<file path="config.mk">
export PLATFORM = sky130hd
export DESIGN_NAME = pal_cfg_loader
export DESIGN_NICKNAME = d
export VERILOG_FILES = /design/src/rtl/pal_cfg_loader.sv
export SDC_FILE = /design/constraint.sdc
export NUM_CORES = 1
export LEC_CHECK = 0
export ABC_AREA = 1
export ABC_CLOCK_PERIOD_IN_PS = 1710
export CAP_MARGIN = 20
export CORE_MARGIN = 2
export CORE_UTILIZATION = 32
export DETAILED_ROUTE_END_ITERATION = 7
export PLACE_DENSITY = 0.48
export SETUP_SLACK_MARGIN = 0.5
export SYNTH_ARGS = -nofsm -noshare
export SYNTH_HDL_FRONTEND = slang
export SYNTH_SLANG_ARGS = --single-unit
</file>
<file path="constraint.sdc">
create_clock -name clk -period 1.71 [get_ports clk]
set_input_delay 0.342 -clock clk [delete_from_list [all_inputs] [get_ports clk]]
set_output_delay 0.342 -clock clk [all_outputs]
set_load 0.02 [all_outputs]
</file>
<file path="src/rtl/pal_cfg_loader.sv">
// Byte-stream configuration loader for the PAL fabric: hunts a sync byte, serializes a fixed-length
// payload MSB-first onto the PAL shift chain and applies it only if the trailing CRC-8 matches.
module pal_cfg_loader #(
    parameter int unsigned CFG_BITS  = 200,
    parameter logic [7:0]  SYNC_BYTE = 8'hA5
) (
    input  logic       clk,
    input  logic       rst_n,
    input  logic [7:0] in_data,
    input  logic       in_valid,
    output logic       in_ready,
    output logic       cfg_bit,
    output logic       cfg_shift,
    output logic       cfg_apply,
    output logic       busy,
    output logic       done,
    output logic       crc_err
);

    localparam int unsigned NUM_BYTES = (CFG_BITS + 7) / 8;
    localparam int unsigned LAST_BITS = CFG_BITS - 8 * (NUM_BYTES - 1);
    localparam int unsigned CNT_W     = $clog2(NUM_BYTES + 1);

    localparam logic [CNT_W-1:0] LAST_BYTE = CNT_W'(NUM_BYTES);
    localparam logic [2:0]       FULL_IDX  = 3'd7;
    localparam logic [2:0]       LAST_IDX  = 3'(LAST_BITS - 1);

    typedef enum logic [2:0] {
        StHunt,
        StLoad,
        StShift,
        StCheck,
        StApply
    } state_t;

    state_t           state;
    logic [7:0]       shreg;
    logic [7:0]       crc;
    logic [2:0]       bit_cnt;
    logic [CNT_W-1:0] byte_cnt;
    logic [2:0]       last_idx;
    logic             xfer;
    logic [7:0]       crc_upd;

    // CRC-8, poly 0x07, MSB-first, whole byte folded in one cycle
    function automatic logic [7:0] crc8_byte(input logic [7:0] c_in, input logic [7:0] d);
        logic [7:0] c;
        c = c_in ^ d;
        for (int i = 0; i < 8; i++) begin
            c = c[7] ? ({c[6:0], 1'b0} ^ 8'h07) : {c[6:0], 1'b0};
        end
        return c;
    endfunction

    // in_ready is a pure state decode and never looks at in_valid
    assign in_ready = (state == StHunt) || (state == StLoad) || (state == StCheck);
    assign xfer     = in_valid && in_ready;
    assign crc_upd  = crc8_byte(crc, in_data);
    // The final payload byte may carry padding LSBs that are never shifted out
    assign last_idx = (byte_cnt == LAST_BYTE) ? LAST_IDX : FULL_IDX;

    always_ff @(posedge clk or negedge rst_n) begin
        if (!rst_n) begin
            state     <= StHunt;
            shreg     <= 8'h00;
            crc       <= 8'h00;
            bit_cnt   <= 3'd0;
            byte_cnt  <= '0;
            cfg_bit   <= 1'b0;
            cfg_shift <= 1'b0;
            cfg_apply <= 1'b0;
            busy      <= 1'b0;
            done      <= 1'b0;
            crc_err   <= 1'b0;
        end else begin
            cfg_apply <= 1'b0;
            unique case (state)
                StHunt: begin
                    if (xfer && (in_data == SYNC_BYTE)) begin
                        done     <= 1'b0;
                        crc_err  <= 1'b0;
                        crc      <= 8'h00;
                        byte_cnt <= '0;
                        busy     <= 1'b1;
                        state    <= StLoad;
                    end
                end
                StLoad: begin
                    if (xfer) begin
                        // MSB goes out on the very next cycle; the rest waits in shreg
                        cfg_bit   <= in_data[7];
                        cfg_shift <= 1'b1;
                        shreg     <= {in_data[6:0], 1'b0};
                        bit_cnt   <= 3'd0;
                        crc       <= crc_upd;
                        byte_cnt  <= byte_cnt + 1'b1;
                        state     <= StShift;
                    end
                end
                StShift: begin
                    if (bit_cnt == last_idx) begin
                        cfg_shift <= 1'b0;
                        cfg_bit   <= 1'b0;
                        state     <= (byte_cnt == LAST_BYTE) ? StCheck : StLoad;
                    end else begin
                        cfg_bit <= shreg[7];
                        shreg   <= {shreg[6:0], 1'b0};
                        bit_cnt <= bit_cnt + 1'b1;
                    end
                end
                StCheck: begin
                    if (xfer) begin
                        if (in_data == crc) begin
                            cfg_apply <= 1'b1;
                            state     <= StApply;
                        end else begin
                            crc_err <= 1'b1;
                            busy    <= 1'b0;
                            state   <= StHunt;
                        end
                    end
                end
                StApply: begin
                    done  <= 1'b1;
                    busy  <= 1'b0;
                    state <= StHunt;
                end
                default: state <= StHunt;
            endcase
        end
    end

endmodule
</file>
# == After elaboration in Yosys (flattened, before gate mapping) ==
# Cells that the tools add are included.
# word_totals
ff_bits,33
input_bits,11
out_inout_bits,7
# op_classes
n_addsub,2
eq_ne,14
n_mux,45
bitwise_logic,9
reduce_logical,18
# op_table
operator,count
3-bit two-way mux,15
8-bit two-way mux,4
8-bit one-hot mux with 2 select lines,2
3-bit NOT,8
1-bit two-way mux,13
3-bit one-hot mux with 4 select lines,1
4-bit AND reduction,3
5-bit two-way mux,2
"2-bit inequality test, second input constant",5
5-bit one-hot mux with 2 select lines,1
3-bit AND reduction,3
8-bit == test,1
"8-bit == test, second input constant",1
1-bit one-hot mux with 2 select lines,4
2-bit nonzero test,4
8-bit bitwise XOR,1
"3-bit by 2-bit == test with 1-bit output, second input constant",2
"3-bit == test, second input constant",2
3-bit one-hot mux with 2 select lines,1
"5-bit by 1-bit adder with 5-bit output, second input constant",1
"5-bit == test, second input constant",1
2-bit AND reduction,2
"3-bit by 1-bit adder with 3-bit output, second input constant",1
"3-bit by 1-bit == test with 1-bit output, second input constant",1
other kinds (7),9

# == Depth between registers and ports, before layout ==
# Gate-level depths: netlist of run 1.
# logic_depth
word_depth,19
mapped_depth,11
ltp_nobuf,11

# == Worst setup path after synthesis of run 1 ==
# Ideal clock, no wire load.
# synth_path
path_type,flip-flop to flip-flop
from,register crc[2]
to,register busy
setup_time_ps,126
t_arrival_ps,1410
slack_ps,174
stages_incl_launch_ff,11
period_less_slack_ps,1536
cell_sequence,dfrtp_1 -> xor2_1 -> inv_1 -> ha_1 -> and3_1 -> nand2_1 -> nor2_2 -> inv_1 -> nand3_2 -> nand2_1 -> o21ai_0
# synth_via
elab_chain_len,3
# synth_rtl
element,line_no,rtl
"start, declared",38,logic [7:0] crc;
"start signal, assigned",95,crc <= crc_upd;
8-bit == test,113,if (in_data == crc) begin
2-bit inequality test (no source line),--,
4-bit AND reduction (no source line),--,
"end signal, assigned",84,busy <= 1'b1;
"end signal, assigned",118,busy <= 1'b0;
"end signal, assigned",125,busy <= 1'b0;
"end, declared",15,"output logic busy,"
# Every way passes these cells.
# A chain may end at the register's enable or synchronous reset.

# == Worst setup path after layout of run 1 ==
# Same ends and word-level chain as after synthesis.

==> results of run 1 <==
flip-flops by register name, summed over array words and instances, names as in the netlist, 3 cells and up:
name and count:
bit_cnt 3, byte_cnt 5, crc 8, shreg 7
state 3
how the worst min path moves through the flow:
stage / end / from / slack, ns
6_report: crc[4]$_DFFE_PN0P_ / rst_n / 0.41
5_1_grt: crc[2]$_DFFE_PN0P_ / rst_n / 0.45
4_1_cts: cfg_apply$_DFF_PN0_ / rst_n / 0.43
3_5_place_dp: done$_DFFE_PN0P_ / done$_DFFE_PN0P_ / 0.46
3_3_place_gp: done$_DFFE_PN0P_ / done$_DFFE_PN0P_ / 0.46
2_1_floorplan: bit_cnt[0]$_DFFE_PN0P_ / rst_n / 0.05
stage by stage:
| step | hold slack, ns | power [mW] | TNS, ns |
|---|---|---|---|
| after floorplan | 0.04641 | 3.058 | 0 |
| after global placement | 0.4568 | 3.727 | -3.164 |
| after detailed placement | 0.4615 | 3.752 | -3.391 |
| after CTS | 0.4306 | 4.916 | 0 |
| after global routing | 0.4500 | 5.832 | 0 |
| final | 0.4117 | 5.379 | 0 |
logic make-up after synthesis:
group,count (synthesis)
buffers and inverters,43
adders and majority gates,7
DFF,32
xor gates and xnor gates,11
and+or+nand+nor,129
AOI/OAI and AO/OA,35
repair_timing:
| action | in CTS | in global routing |
|---|---|---|
| resized for setup | 77 | 51 |
| hold endpoints to repair | 0 | 0 |
| pin swaps | 25 | 17 |
| cloned | 1 | 1 |
| buffers inserted | 17 | 10 |
| setup endpoints to repair | 39 | 37 |
area by class of cell:
| class | count | area share (%) |
|---|---|---|
| Timing Repair Buffer | 77 | 20.81 |
| Tap cell | 77 | 2.995 |
| Clock buffer | 8 | 3.112 |
| Sequential cell | 32 | 24.93 |
| Multi-Input combinational cell | 183 | 42.55 |
| Inverter | 40 | 5.601 |
worst max-delay path, stage by stage (launching register included):
cell and delay [ns]:
sky130_fd_sc_hd__dfrtp_1 0.43, sky130_fd_sc_hd__xor2_2 0.17, sky130_fd_sc_hd__inv_2 0.09, sky130_fd_sc_hd__ha_4 0.13, sky130_fd_sc_hd__and3_4 0.19, sky130_fd_sc_hd__nand2_4 0.05, sky130_fd_sc_hd__nor2_4 0.10, sky130_fd_sc_hd__inv_2 0.06
sky130_fd_sc_hd__nand3_2 0.07, sky130_fd_sc_hd__nand2_1 0.05, sky130_fd_sc_hd__o21ai_0 0.06
per-layer routing:
metal	vias up	share of wire, %	GRT usage, %
met1	946	47	21.90
met5	-	0	0
met3	4	2.4	3.343
met2	18	50	26.70
li1	996	-	-
met4	0	0.78	4.399
where the power goes:
| part | internal (mW) | switching [mW] |
|---|---|---|
| combinational | 1.61 | 1.82 |
| sequential | 1.06 | 0.213 |
| clock | 0.368 | 0.304 |
| total | 3.04 | 2.34 |
cell usage after synthesis (3+ instances only):
| cell | count | area [µm²] |
|---|---|---|
| sky130_fd_sc_hd__inv_1 | 35 | 131.4 |
| sky130_fd_sc_hd__inv_2 | 4 | 15.01 |
| sky130_fd_sc_hd__nand3_2 | 3 | 30.03 |
| sky130_fd_sc_hd__o21ai_1 | 8 | 40.04 |
| sky130_fd_sc_hd__o211ai_2 | 5 | 62.56 |
| sky130_fd_sc_hd__o22ai_1 | 4 | 25.02 |
| sky130_fd_sc_hd__xnor2_1 | 3 | 26.28 |
| sky130_fd_sc_hd__o21ai_0 | 9 | 45.04 |
| sky130_fd_sc_hd__nand2_1 | 79 | 296.5 |
| sky130_fd_sc_hd__dfrtp_1 | 32 | 800.8 |
| sky130_fd_sc_hd__o21ai_2 | 6 | 52.55 |
| sky130_fd_sc_hd__ha_1 | 7 | 87.58 |
| sky130_fd_sc_hd__nand3_1 | 23 | 115.1 |
| sky130_fd_sc_hd__nor2_1 | 10 | 37.54 |
| sky130_fd_sc_hd__xor2_1 | 7 | 61.31 |
==> impl_metrics.sql, run 1 <==
INSERT INTO impl_metrics (metric_group, metric, value, unit) VALUES
('drt', 'drc', '0', ''),
('sta', 'achievable-frequency', '0.6803', 'GHz'),
('worst_setup_path', 'r2r.worst_path.cells', '10', ''),
('yosys', 'syn_area_per_cell', '8.004', 'µm²'),
('worst_setup_path', 'arrival', '1.68', 'ns'),
('finish', 'final_util', '51.25', '%'),
('yosys', 'synthFlopType', 'sky130_fd_sc_hd__dfrtp_1', ''),
('placed_design', 'preCtsSetupSlack', '-0.3112', 'ns'),
('floorplan', 'die_boundary_width', '84.18', 'µm'),
('placed_design', 'numPortBuffers', '17', ''),
('drt', 'wl', '5388', 'µm'),
('yosys', 'synth-seq-cells', '32', ''),
('worst_setup_path', 'cp_max_fo', '3', ''),
('worst_setup_path', 'crit_path_start_kind', 'register', ''),
('yosys', 'edff_count_synth', '0', ''),
('finish', 'num_antenna_cells', '0', ''),
('worst_hold_path', 'worst_hold_path_type', 'in2async', ''),
('sta', 'clock-skew-final', '0.007332', 'ns'),
('sta', 'hold_viol_final', '0', ''),
('worst_setup_path', 'setup.worst_path.end', 'busy$_DFFE_PN0P_', ''),
('finish', 'cell_area_after_layout', '3217', 'µm²'),
('yosys', 'syn_nets', '275', ''),
('worst_setup_path', 'req_time_crit_path', '1.92', 'ns'),
('global_route', 'wire_length_of_the_first_global_routing_pass', '9183', 'µm'),
('global_route', 'globalRouteTotalUtil', '16.26', '%'),
('yosys', 'async_reset_ff_share', '100.0', '%'),
('power_and_ir_drop', 'power.density', '1672', 'nW/µm²'),
('sta', 'slew_headroom', '85.04', '%'),
('finish', 'stdcell_count', '417', ''),
('yosys', 'synth.area.mux_share', '0', '%'),
('sta', 'finalWorstSetupSlack', '0.2400', 'ns'),
('drt', 'first_iter_violations', '84', ''),
('finish', 'finalNetCount', '357', ''),
('worst_setup_path', 'worst-r2r-setup-slack', '0.24', 'ns'),
('sta', 'final.period_utilization', '85.97', '%'),
('yosys', 'syn_area', '2057', 'µm²'),
('floorplan', 'row_count', '29', ''),
('finish', 'multi_input_comb_area', '1369', 'µm²'),
('global_route', 'pin_count_of_the_biggest_net_entering_global_routing', '33', ''),
('drt', 'drtAntennaViolNets', '0', ''),
('placed_design', 'dpl_cell_area', '2620', 'µm²'),
('finish', 'layout.cells.most_common_list', 'sky130_fd_sc_hd__nand2_1 (54), sky130_fd_sc_hd__buf_4 (43), sky130_fd_sc_hd__dfrtp_1 (31)', ''),
('global_route', 'grt_overflow', '0', ''),
('placed_design', 'gp_congestion', '0.8080', ''),
('drt', 'num_vias', '1964', ''),
('finish', 'seq_area', '802.0', 'µm²'),
('placed_design', 'placed_cells', '380', ''),
('sta', 'grt_setup_unrepaired', 'true', ''),
('drt', 'wire_per_inst', '12.92', 'µm'),
('yosys', 'synth-compound-area-share', '11.86', '%'),
('outcome', 'result_of_the_run', 'complete, no violations', ''),
('worst_setup_path', 'worst_r2r_startpoint', 'crc[2]$_DFFE_PN0P_', ''),
('cts', 'worstSkewPairLatency', '0.28', 'ns'),
('global_route', 'initial_antenna_violation_count', '0', ''),
('finish', 'fillers', '601', ''),
('cts', 'number_of_buffers_added_to_fix_hold_violations_after_cts', '0', ''),
('sta', 'worstMarginPinSlew', '0.2238', 'ns'),
('sta', 'period_needed', '1.470', 'ns'),
('floorplan', 'floorplan.core_area', '6277', 'µm²'),
('sta', 'setup_viol', '0', ''),
('yosys', 'synth_xor_xnor_area_share', '5.049', '%'),
('cts', 'cts_tree', 'done', ''),
('yosys', 'synth_top_family_by_area', 'simple AND/OR/NAND/NOR gates', ''),
('floorplan', 'initial_core_util', '32.77', '%'),
('placed_design', 'place.detailed.hpwl', '3728', 'µm'),
('floorplan', 'floorplan.die_area', '7085', 'µm²'),
('job', 'max_cap_violations', '0', ''),
('global_route', 'first_global_vias', '1965', ''),
('drt', 'post_drt_via_cell_ratio', '4.710', ''),
('cts', 'clock_tree.buffer_depth', '2', ''),
('worst_setup_path', 'worst_r2r_endpoint', 'busy$_DFFE_PN0P_', '');
(Power assumes the default switching activity.)
==> inputs of run 2 (changes only) <==
- SKIP_LAST_GASP: unset -> 1
==> results of run 2 <==
Final layout, timing and power as in run 1 (identical DEF).
==> inputs of run 3 (changes only) <==
- CELL_PAD_IN_SITES_DETAIL_PLACEMENT: unset -> 0
- CELL_PAD_IN_SITES_GLOBAL_PLACEMENT: unset -> 1
- PLACE_DENSITY: 0.48 -> 0.61
- SKIP_LAST_GASP: 1 -> unset
==> run 3 against run 2 <==
Compared with the run above: die area unchanged; utilization decreased by 3.4 points; global-route usage decreased by 0.21 points; first-iteration DRC count decreased by 56%; sequential cell count unchanged; cell area decreased by 6.7%; sequential power about the same; setup slack got worse by 0.013 ns; count of clock-buffer cells in the layout decreased by 2; register-to-register slack about the same.
==> impl_metrics.sql, run 3 (synthesis results as in run 1) <==
INSERT INTO impl_metrics (metric_group, metric, value, unit) VALUES
('cts', 'cts_made_buffers', '5', ''),
('sta', 'slew_viol_final', '0', ''),
('floorplan', 'io-pin-count', '18', ''),
('power_and_ir_drop', 'power.total', '4.950', 'mW'),
('worst_setup_path', 'cpMaxStageDelayCell', 'sky130_fd_sc_hd__dfrtp_1', ''),
('finish', 'layout.cells.most_common', 'sky130_fd_sc_hd__nand2_1', ''),
('drt', 'drc', '0', ''),
('sta', 'finalWorstSetupSlack', '0.2271', 'ns'),
('sta', 'whs', '0.4112', 'ns'),
('finish', 'finalNetCount', '351', ''),
('worst_setup_path', 'path_delay_family', 'simple AND/OR/NAND/NOR gates', ''),
('global_route', 'gr-usage-met3', '3.736', '%'),
('finish', 'area_growth_syn_to_layout', '45.92', '%'),
('worst_setup_path', 'critical_path_buf_inv_count', '1', ''),
('floorplan', 'initial_core_util', '32.77', '%'),
('sta', 'worstMarginPinSlew', '0.2437', 'ns'),
('drt', 'drtAntennaViolNets', '0', ''),
('sta', 'slew_headroom', '83.67', '%'),
('cts', 'clock_tree.buffer_depth', '2', ''),
('floorplan', 'fp.dieH', '84.18', 'µm'),
('placed_design', 'preCtsSetupSlack', '-0.3199', 'ns'),
('cts', 'cts_htree_levels', '2', ''),
('worst_setup_path', 'crit_path_start_kind', 'register', ''),
('drt', 'dr.pass1.iters', '4', ''),
('cts', 'number_of_buffers_added_to_fix_hold_violations_after_cts', '0', ''),
('power_and_ir_drop', 'vdd.ir_drop.worst', '0.6880', 'mV'),
('finish', 'layout_cell_share_with_drive_strength_beyond_1', '42.34', '%'),
('floorplan', 'die_boundary_width', '84.18', 'µm'),
('sta', 'final.period_utilization', '86.72', '%'),
('floorplan', 'row_count', '29', ''),
('drt', 'num_vias', '1878', ''),
('global_route', 'first_global_vias', '1857', ''),
('sta', 'grt_setup_unrepaired', 'true', ''),
('worst_setup_path', 'arrival', '1.69', 'ns'),
('job', 'max_cap_violations', '0', ''),
('global_route', 'grt_util_met1', '20.00', '%'),
('drt', 'wl', '5267', 'µm'),
('worst_setup_path', 'cp_max_fo', '3', ''),
('worst_setup_path', 'max_stage_delay', '0.42', 'ns'),
('worst_setup_path', 'req_time_crit_path', '1.92', 'ns'),
('global_route', 'pin_count_of_the_biggest_net_entering_global_routing', '33', ''),
('worst_hold_path', 'worst_hold_path_type', 'in2async', ''),
('drt', 'post_drt_via_cell_ratio', '4.580', ''),
('placed_design', 'place.detailed.hpwl', '3790', 'µm'),
('worst_setup_path', 'worst_setup_path_end_kind', 'register', ''),
('cts', 'cts-root-buf', 'sky130_fd_sc_hd__clkbuf_8', ''),
('finish', 'top_regs', 'crc x8, shreg x7, byte_cnt x5', ''),
('sta', 'achievable-frequency', '0.6744', 'GHz'),
('placed_design', 'numPortBuffers', '17', ''),
('cts', 'clock_sinks', '32', ''),
('drt', 'wire_per_inst', '12.85', 'µm'),
('finish', 'num_antenna_cells', '0', ''),
('drt', 'first_iter_violations', '37', ''),
('finish', 'fillers', '625', ''),
('finish', 'final_util', '47.82', '%'),
('finish', 'largest_register_ffs', '8', ''),
('global_route', 'initial_antenna_violation_count', '0', ''),
('floorplan', 'floorplan.die_area', '7085', 'µm²'),
('floorplan', 'floorplan.core_area', '6277', 'µm²'),
('cts', 'cts_tree', 'done', ''),
('power_and_ir_drop', 'power.density', '1649', 'nW/µm²'),
('outcome', 'result_of_the_run', 'complete, no violations', ''),
('global_route', 'grt_overflow', '0', ''),
('cts', 'clk_pin_slew', '0.07', 'ns'),
('sta', 'clock-skew-final', '0.01003', 'ns'),
('global_route', 'most_used_routing_layer_in_global_routing', 'met2', ''),
('finish', 'layout.cells.most_common_list', 'sky130_fd_sc_hd__nand2_1 (69), sky130_fd_sc_hd__buf_4 (44), sky130_fd_sc_hd__dfrtp_1 (31)', ''),
('finish', 'top_register', 'crc', ''),
('worst_setup_path', 'timing.critical_path.cells', 'xnor2_2 > ha_4 > and3_4 > nand2_4 > nor2_4 > inv_2 > nand3_2 > nand2_1 > o21ai_1', ''),
('cts', 'worstSkewPairLatency', '0.29', 'ns'),
('power_and_ir_drop', 'leakage', '1.490', 'nW'),
('sta', 'setup_viol', '0', ''),
('worst_setup_path', 'worstSetupPathType', 'reg2reg', ''),
('placed_design', 'gp_congestion', '0.7991', ''),
('global_route', 'met2_usage', '27.71', '%'),
('global_route', 'globalRouteTotalUtil', '16.05', '%'),
('sta', 'period_needed', '1.483', 'ns'),
('sta', 'hold_viol_final', '0', ''),
('global_route', 'wire_length_of_the_first_global_routing_pass', '8976', 'µm');
[run 3: cell count changes in the layout (fill, tap and decap cells not counted), moves of 5 or more]
cell,before,now
sky130_fd_sc_hd__buf_6,15,8
sky130_fd_sc_hd__inv_2,10,15
sky130_fd_sc_hd__nand2_1,54,69
sky130_fd_sc_hd__nand2_2,20,10
sky130_fd_sc_hd__nand2_4,8,3
sky130_fd_sc_hd__o21ai_2,12,6
[run 3: final timing paths]
check	start	endpoint	slack (ns)	depth (start not counted)
min in group clk	in_data[4]	shreg[5]$_DFFE_PN0P_	0.47	3
worst max-delay path	crc[3]$_DFFE_PN0P_	busy$_DFFE_PN0P_	0.23	9
max in group asynchronous	rst_n	state[0]$_DFFE_PN0P_	1.09	2
worst min-delay path	rst_n	shreg[4]$_DFFE_PN0P_	0.41	2
worst max register to register	crc[3]$_DFFE_PN0P_	busy$_DFFE_PN0P_	0.23	9
worst min register to register	crc_err$_DFFE_PN0P_	crc_err$_DFFE_PN0P_	0.48	2
[run 3: cell type report]
class	instances	area, µm²	area share [%]
inverters	40	167.7	5.586
clock inverters	1	5.005	0.1667
repair buffers	71	606.8	20.22
flip-flops and latches	32	802.0	26.72
multi-input cells	183	1251	41.68
clock buffers	6	72.57	2.418
well taps	77	96.34	3.210
[run 3: layer usage]
| metal | vias to the layer above | part of all wire, % | routed length (µm) |
|---|---|---|---|
| met1 | 868 | 45 | 2348 |
| met5 | - | 0 | 0 |
| met2 | 23 | 51 | 2669 |
| met4 | 0 | 1.4 | 76 |
| li1 | 979 | - | - |
| met3 | 8 | 3.3 | 172 |
[run 3: metrics by stage]
step	std cells	instance area (µm²)	setup TNS [ns]
floorplan	257	2147	0
global placement	378	2630	-4.769
detailed placement	378	2630	-4.632
CTS	402	2877	0
global route	410	3002	0
finish	410	3002	0
[run 3: timing repair]
item / CTS / global route
gates resized for setup: 69 / 18
setup buffers: 15 / 8
setup endpoints to repair: 39 / 33
cloned: 2 / 0
pin swaps: 14 / 8
[run 3: power by group]
group          leakage, nW  switching [mW]  internal (mW)
clock network       0.0410           0.280          0.277
logic                 1.05            1.64           1.49
registers            0.400           0.206           1.06
total                 1.49            2.12           2.83
